`src/rtl/parity_pkg.sv`:
```
// Shared FSM encoding and default frame constants for the parity frame receiver.
package parity_pkg;

    typedef enum logic [1:0] {
        ST_IDLE   = 2'd0,
        ST_DATA   = 2'd1,
        ST_PARITY = 2'd2,
        ST_STOP   = 2'd3
    } state_t;

    localparam int unsigned DEF_DATA_W  = 8;
    localparam int unsigned DEF_ODD_PAR = 0;
    // Bit counter is sized for the widest supported frame (16 data bits).
    localparam int unsigned CNT_W       = 5;

endpackage

```
`src/rtl/parity_acc.sv`:
```
// Running parity accumulator: an xor gate feeding a single clear/enable flop.
module parity_acc (
    input  logic CLK,
    input  logic RST,
    input  logic CLR,
    input  logic EN,
    input  logic D,
    output logic P
);

    logic r_p;
    logic w_sum;

    xor u_xor (w_sum, r_p, D);

    always_ff @(posedge CLK) begin
        if (RST || CLR) begin
            r_p <= 1'b0;
        end else if (EN) begin
            r_p <= w_sum;
        end
    end

    assign P = r_p;

endmodule

```
`src/rtl/parity_frame_rx.sv`:
```
// Serial frame receiver: start, DATA_W data bits LSB first, parity, stop.
// Optional saturating error counter on ERR_CNT when PARITY_FRAME_RX_ERR_CNT_EN is defined.
module parity_frame_rx
    import parity_pkg::*;
#(
    parameter int unsigned DATA_W  = DEF_DATA_W,
    parameter int unsigned ODD_PAR = DEF_ODD_PAR
) (
    input  logic              CLK,
    input  logic              RST,
    input  logic              SIN,
    input  logic              SVALID,
    output logic [DATA_W-1:0] DOUT,
    output logic              DVALID,
    output logic              PERR,
    output logic              FERR,
    output logic              BUSY
`ifdef PARITY_FRAME_RX_ERR_CNT_EN
    ,
    output logic [7:0]        ERR_CNT
`endif
);

    localparam logic L_ODD = (ODD_PAR != 0);

    state_t            r_state;
    state_t            w_next;
    logic [CNT_W-1:0]  r_cnt;
    logic [DATA_W-1:0] r_shift;
    logic [DATA_W-1:0] r_dout;
    logic              r_mis;
    logic              r_dvalid;
    logic              r_perr;
    logic              r_ferr;
    logic              w_p;
    logic              w_start;
    logic              w_acc_en;
    logic              w_last_bit;
    logic              w_busy;

    parity_acc u_acc (
        .CLK (CLK),
        .RST (RST),
        .CLR (w_start),
        .EN  (w_acc_en),
        .D   (SIN),
        .P   (w_p)
    );

    always_ff @(posedge CLK) begin
        if (RST) begin
            r_state <= ST_IDLE;
        end else begin
            r_state <= w_next;
        end
    end

    always_comb begin
        w_next = r_state;
        if (SVALID) begin
            case (r_state)
                ST_IDLE:   if (!SIN) w_next = ST_DATA;
                ST_DATA:   if (w_last_bit) w_next = ST_PARITY;
                ST_PARITY: w_next = ST_STOP;
                ST_STOP:   w_next = ST_IDLE;
                default:   w_next = ST_IDLE;
            endcase
        end
    end

    always_comb begin
        w_busy     = (r_state != ST_IDLE);
        w_start    = SVALID && (r_state == ST_IDLE) && !SIN;
        w_acc_en   = SVALID && (r_state == ST_DATA);
        w_last_bit = (r_cnt == CNT_W'(DATA_W - 1));
    end

    // Pulses are registered so they land one cycle after the stop-bit sample.
    always_ff @(posedge CLK) begin
        if (RST) begin
            r_cnt    <= '0;
            r_shift  <= '0;
            r_dout   <= '0;
            r_mis    <= 1'b0;
            r_dvalid <= 1'b0;
            r_perr   <= 1'b0;
            r_ferr   <= 1'b0;
        end else begin
            r_dvalid <= 1'b0;
            r_perr   <= 1'b0;
            r_ferr   <= 1'b0;
            if (w_start) begin
                r_cnt <= '0;
            end
            if (w_acc_en) begin
                for (int unsigned i = 0; i < DATA_W; i++) begin
                    if (r_cnt == CNT_W'(i)) r_shift[i] <= SIN;
                end
                r_cnt <= r_cnt + 1'b1;
            end
            if (SVALID && (r_state == ST_PARITY)) begin
                r_mis <= w_p ^ SIN ^ L_ODD;
            end
            if (SVALID && (r_state == ST_STOP)) begin
                if (SIN) begin
                    r_dout   <= r_shift;
                    r_dvalid <= 1'b1;
                    r_perr   <= r_mis;
                end else begin
                    r_ferr   <= 1'b1;
                end
            end
        end
    end

`ifdef PARITY_FRAME_RX_ERR_CNT_EN
    logic [7:0] r_err_cnt;

    always_ff @(posedge CLK) begin
        if (RST) begin
            r_err_cnt <= '0;
        end else if ((r_perr || r_ferr) && (r_err_cnt != 8'hFF)) begin
            r_err_cnt <= r_err_cnt + 8'd1;
        end
    end

    assign ERR_CNT = r_err_cnt;
`endif

    assign DOUT   = r_dout;
    assign DVALID = r_dvalid;
    assign PERR   = r_perr;
    assign FERR   = r_ferr;
    assign BUSY   = w_busy;

endmodule

```
`config.mk`:
```
export PLATFORM = sky130hd
export DESIGN_NAME = parity_frame_rx
export DESIGN_NICKNAME = d
export VERILOG_FILES = /design/src/rtl/parity_pkg.sv /design/src/rtl/parity_acc.sv /design/src/rtl/parity_frame_rx.sv
export SDC_FILE = /design/constraint.sdc
export NUM_CORES = 1
export LEC_CHECK = 0
export ABC_CLOCK_PERIOD_IN_PS = 2400
export BUFFER_PORTS_ARGS = -buffer_cell sky130_fd_sc_hd__buf_4
export CORE_ASPECT_RATIO = 1.25
export CORE_MARGIN = 1.5
export CORE_UTILIZATION = 30
export CTS_BUF_LIST = sky130_fd_sc_hd__clkbuf_8
export CTS_CLUSTER_DIAMETER = 120
export CTS_CLUSTER_SIZE = 30
export DETAILED_ROUTE_END_ITERATION = 6
export PLACE_DENSITY = 0.46
export SLEW_MARGIN = 0
export SYNTH_ARGS = -nofsm -noshare
export SYNTH_HDL_FRONTEND = slang
export SYNTH_SLANG_ARGS = --single-unit
```
`constraint.sdc`:
```
create_clock -name CLK -period 2.4 [get_ports CLK]
set_input_delay 0.36 -clock CLK [delete_from_list [all_inputs] [get_ports CLK]]
set_output_delay 0.36 -clock CLK [all_outputs]
set_load 0.02 [all_outputs]
```
Word-level counts from Yosys, hierarchy flattened
Cells that the tools add are included.
- register bits after elaboration: 28
- output and inout bits: 12
- logic and storage cells: 62
- input port bits: 4
- bitwise operators: 3
- reductions and logical operators: 23
- eq/ne operators: 12
- muxes and demuxes: 7
- $add $sub $neg: 1
- operators by type and width (kind ; number):
    5-bit by 3-bit == test with 1-bit output, second input constant ; 4
    2-bit AND reduction ; 9
    5-bit by 2-bit == test with 1-bit output, second input constant ; 2
    5-bit 2-to-1 mux ; 2
    2-bit one-hot mux with 4 select lines ; 1
    5-bit by 1-bit adder with 5-bit output, second input constant ; 1
    5-bit by 1-bit == test with 1-bit output, second input constant ; 1
    1-bit logical AND ; 5
    5-bit logical NOT ; 1
    2-bit == test, second input constant ; 2
    2-bit 2-to-1 mux ; 2
    2-bit != test, second input constant ; 2
    2-bit nonzero test ; 2
    3-bit AND reduction ; 1
    3-bit OR reduction ; 1
    2-bit by 1-bit == test with 1-bit output, second input constant ; 1
    2-bit logical NOT ; 1
    1-bit 2-to-1 mux ; 2
    1-bit inverter ; 2
    2-bit OR reduction ; 1
    1-bit logical NOT ; 1
    1-bit logical OR ; 1
    1-bit bitwise XOR ; 1

Depth between registers and ports, before layout
- word-level depth: 5
- mapped depth: 7
- gate-level depth less buffers: 6

Cells and area by module
A second synthesis with hierarchy kept.
- cells, all modules: 145
- area total of the unflattened synthesis: 1326.3 um2
- modules (own cells, without submodules) (module ; times used ; area an instance (um2) ; sequential area each (um2) ; cells each):
    parity_frame_rx ; 1 ; 1276.2 ; 540.5 ; 141
    parity_acc ; 1 ; 50.0 ; 20.0 ; 4

Least setup slack after synthesis
No wires, ideal clock.
- path type: flip-flop to flip-flop
- start: reg r_cnt[0]
- end: reg r_state[1]
- setup time: 0.128 ns
- arrival time: 1.337 ns
- required time: 2.272 ns
- stages on the path, launching flop included: 6
- clock period less this slack: 1.465 ns
- slack: 0.935 ns
- path buffers: 0
- cells stage by stage: dfxtp_1 > ha_1 > nand4bb_1 > a221oi_2 > mux2i_1 > nor2_1
- word-level cells in the longest chain between the ends: 3
- RTL lines (element ; RTL line ; text):
    start: declaration ; parity_frame_rx.sv:28 ; logic [CNT_W-1:0] r_cnt;
    start signal: assignment ; parity_frame_rx.sv:99 ; r_cnt <= r_cnt + 1'b1;
    5-bit by 3-bit == test with 1-bit output ; parity_frame_rx.sv:75 ; w_last_bit = (r_cnt == CNT_W'(DATA_W - 1));
    2-bit != test (no line) ; n/a ;
    3-bit AND reduction (no line) ; n/a ;
    end signal: assignment ; parity_frame_rx.sv:54 ; r_state <= w_next;
    end: declaration ; parity_frame_rx.sv:26 ; state_t r_state;
No other way between the ends.
A chain may end at the register's enable or synchronous reset.

Worst setup path after layout
- start: reg r_cnt[0]
- end: reg r_state[0]
Same word-level chain as after synthesis.

==> flow_summary.ini <==
[power_and_ir_drop]
switchingPower_mw = 0.200
seqPwrFrac = 0.564
clkPwrFrac = 0.340
power.internal_mw = 0.648
pwr-share-comb = 0.096
power_density_nw_per_um2 = 592
peakVddDrop_mv = 0.225
total_power_mw = 0.848
power_leakage_nw = 0.599
switching_share = 0.236

[global_routing]
use_met1 = 0.145
grt_antenna_before_repair = 0
grt_pass1_wl_um = 4040
busiest_layer = met2
grt_pass1_vias = 897
grt_max_degree = 28
grt_overflow = 0
grtUsageMet2 = 0.197
grt_use_met3 = 0.0155
track_usage = 0.118

[setup_path]
cp_max_fo = 7
reg2reg_depth = 5
r2r_start = r_cnt[0]$_SDFFE_PP0P_
rrSetupSlack_ns = 0.74
required_ns = 2.58
cp-end-kind = flip-flop
r2r_end = r_state[0]$_SDFFE_PP0P_
start_kind = flip-flop
crit_start = r_cnt[0]$_SDFFE_PP0P_
arrival_ns = 1.84
worstSetupPathType = flip-flop to flip-flop

[floorplanning]
die_h_um = 75.1
initial_core_util = 0.310
dieWidth_um = 60.7
core_area_sq_um = 4030
row_count = 26
design.die.area_sq_um = 4560
io_pins = 16

[drt]
post_drt_wl_per_cell_um = 11.5
vias = 955
drt-initial-drc-count = 28
ant_nets = 0
drtPass1Iterations = 3
finalWirelength_um = 2400
avgViaCountPerCell = 4.57
drc = 0

[worst_hold_path]
min_path_type = input pin to flip-flop
hold_path_end = r_mis$_SDFFE_PP0P_
worstHoldStart = SVALID
hold_path_depth = 2

[sta]
final_hold_viol_count = 0
fin_skew_ns = 0.00643
finalCritPeriodShare = 0.690
max_freq_ghz = 0.604
finalWorstSetupSlack_ns = 0.745
whs_ns = 0.371
slew_viol_final = 0
rsz0062_at_grt = false
finalSetupTns_ns = 0
finalCriticalPeriod_ns = 1.66
final-setup-viol-count = 0
relSlewSlack = 0.741
worst_pin_slew_ns = 0.387

[synth]
yosysMostFrequentCell = dfxtp_1
syn_area_per_cell_sq_um = 8.73
ys_ff_latch = 28
synthFlopType = dfxtp_1
synth_cell_types = 28
async_flop_share = 0
synth_area_leaders = dfxtp_1 45%, ha_1 8.0%, mux2i_1 8.0%
synthTopCellsByCount = 28 x dfxtp_1, 19 x nor2_1, 18 x nand2_1
ys.warnings.count = 0
synthesis.nets = 155
synth_top_area_share = 0.449
syn_inst = 143
yosys.area.top_type = dfxtp_1
synth_edf_count = 0
syn_area_sq_um = 1250
ys_seq_area_frac = 0.449

[layout]
drive_gt1_frac = 0.131
fin_nets = 166
n_antenna_cell = 0
syn2layout_area_growth_pct = 14.7

[job]
maxCapViolCount = 0

[clock_network]
cts_max_level = 1
postCtsHoldBufs = 0
clk_pin_slew_ns = 0.10
cts_setup_buffers = 0
tritoncts = done
clk_latency_ns = 0.27
cts_made_buffers = 3
cts_resized = 0
numClockSinks = 28
cts-root-buf = clkbuf_8
clockBufferDepth = 2

[run_status]
status = completed

[placement]
preCtsSetupSlack_ns = 0.753
portBuffers = 15
hpwl_um = 1720
place_congestion = 0.759
-- worst max-delay path by stage --
| stage | depth (start not counted) | to |
|---|---|---|
| 3_5_place_dp | 5 | r_state[0]$_SDFFE_PP0P_ |
| 3_3_place_gp | 6 | r_shift[7]$_SDFFE_PP0P_ |
| 4_1_cts | 5 | r_state[0]$_SDFFE_PP0P_ |
| 6_report | 5 | r_state[0]$_SDFFE_PP0P_ |
| 5_1_grt | 5 | r_state[0]$_SDFFE_PP0P_ |
| 2_1_floorplan | 5 | r_state[1]$_SDFFE_PP0P_ |
-- through the flow --
stage / util / instances / area, sq um
after floorplan: - / 143 / 1250
after global placement: 0.342 / 205 / 1380
after detailed placement: 0.342 / 205 / 1380
after CTS: 0.355 / 209 / 1430
after global routing: 0.355 / 209 / 1430
final: 0.355 / 209 / 1430
-- logic make-up (layout without fill, tap and decap cells) --
group / count (synthesis) / in the layout / synth area share
buf+inv: 15 / 25 / 0.0611
fa+ha+maj: 8 / 8 / 0.0802
xor+xnor: 1 / 1 / 0.00702
mux: 10 / 10 / 0.0802
compound gates: 25 / 25 / 0.121
flops: 28 / 28 / 0.449
simple gates: 56 / 56 / 0.201
-- power by group through the flow --
stage	clock network (mW)	logic, mW	registers (mW)
detailed placement	0	0.0830	0.489
CTS	0.307	0.0832	0.478
global placement	0	0.0805	0.489
finish	0.289	0.0815	0.478
floorplan	0	0.0654	0.488
global route	0.326	0.0920	0.480
-- flip-flops by register name, summed over array words and instances (netlist names) --
| register | flops |
|---|---|
| DOUT | 8 |
| DVALID | 1 |
| FERR | 1 |
| PERR | 1 |
| r_cnt | 5 |
| r_mis | 1 |
| r_shift | 8 |
| r_state | 2 |
| u_acc.P | 1 |
-- area by class of cell --
cell class              count  area, sq um
multi-input cells         100          612
inverters                   6         22.5
fillers                   457         2600
repair buffers             15          113
flip-flops and latches     28          561
well taps                  56         70.1
clock buffers               4         55.1
-- cell usage in the layout, fill, tap and decap left out, drive strengths merged, types with 2 or more instances in the layout --
master   n
nand4    2
buf     15
a31oi    3
nor2b    2
nand2   18
o21ai    5
dfxtp   28
nand3    9
ha       8
nor2    19
mux2i   10
nor3     2
inv      6
clkbuf   4
a21oi   12
-- routing by layer --
layer / part of all wire / routed length [um] / vias up
met2: 0.48 / 1150 / 9
met5: 0 / 0 / -
met3: 0.021 / 51 / 2
met4: 0.011 / 26 / 0
met1: 0.49 / 1160 / 439
li1: - / - / 505
-- worst max-delay path, cell delays in order (launching register included) --
cell and delay (ns):
dfxtp_1 0.45, ha_1 0.32, nand4bb_1 0.15, a221oi_2 0.33, nor2_1 0.07, a211oi_1 0.25
(Power assumes the default switching activity.)
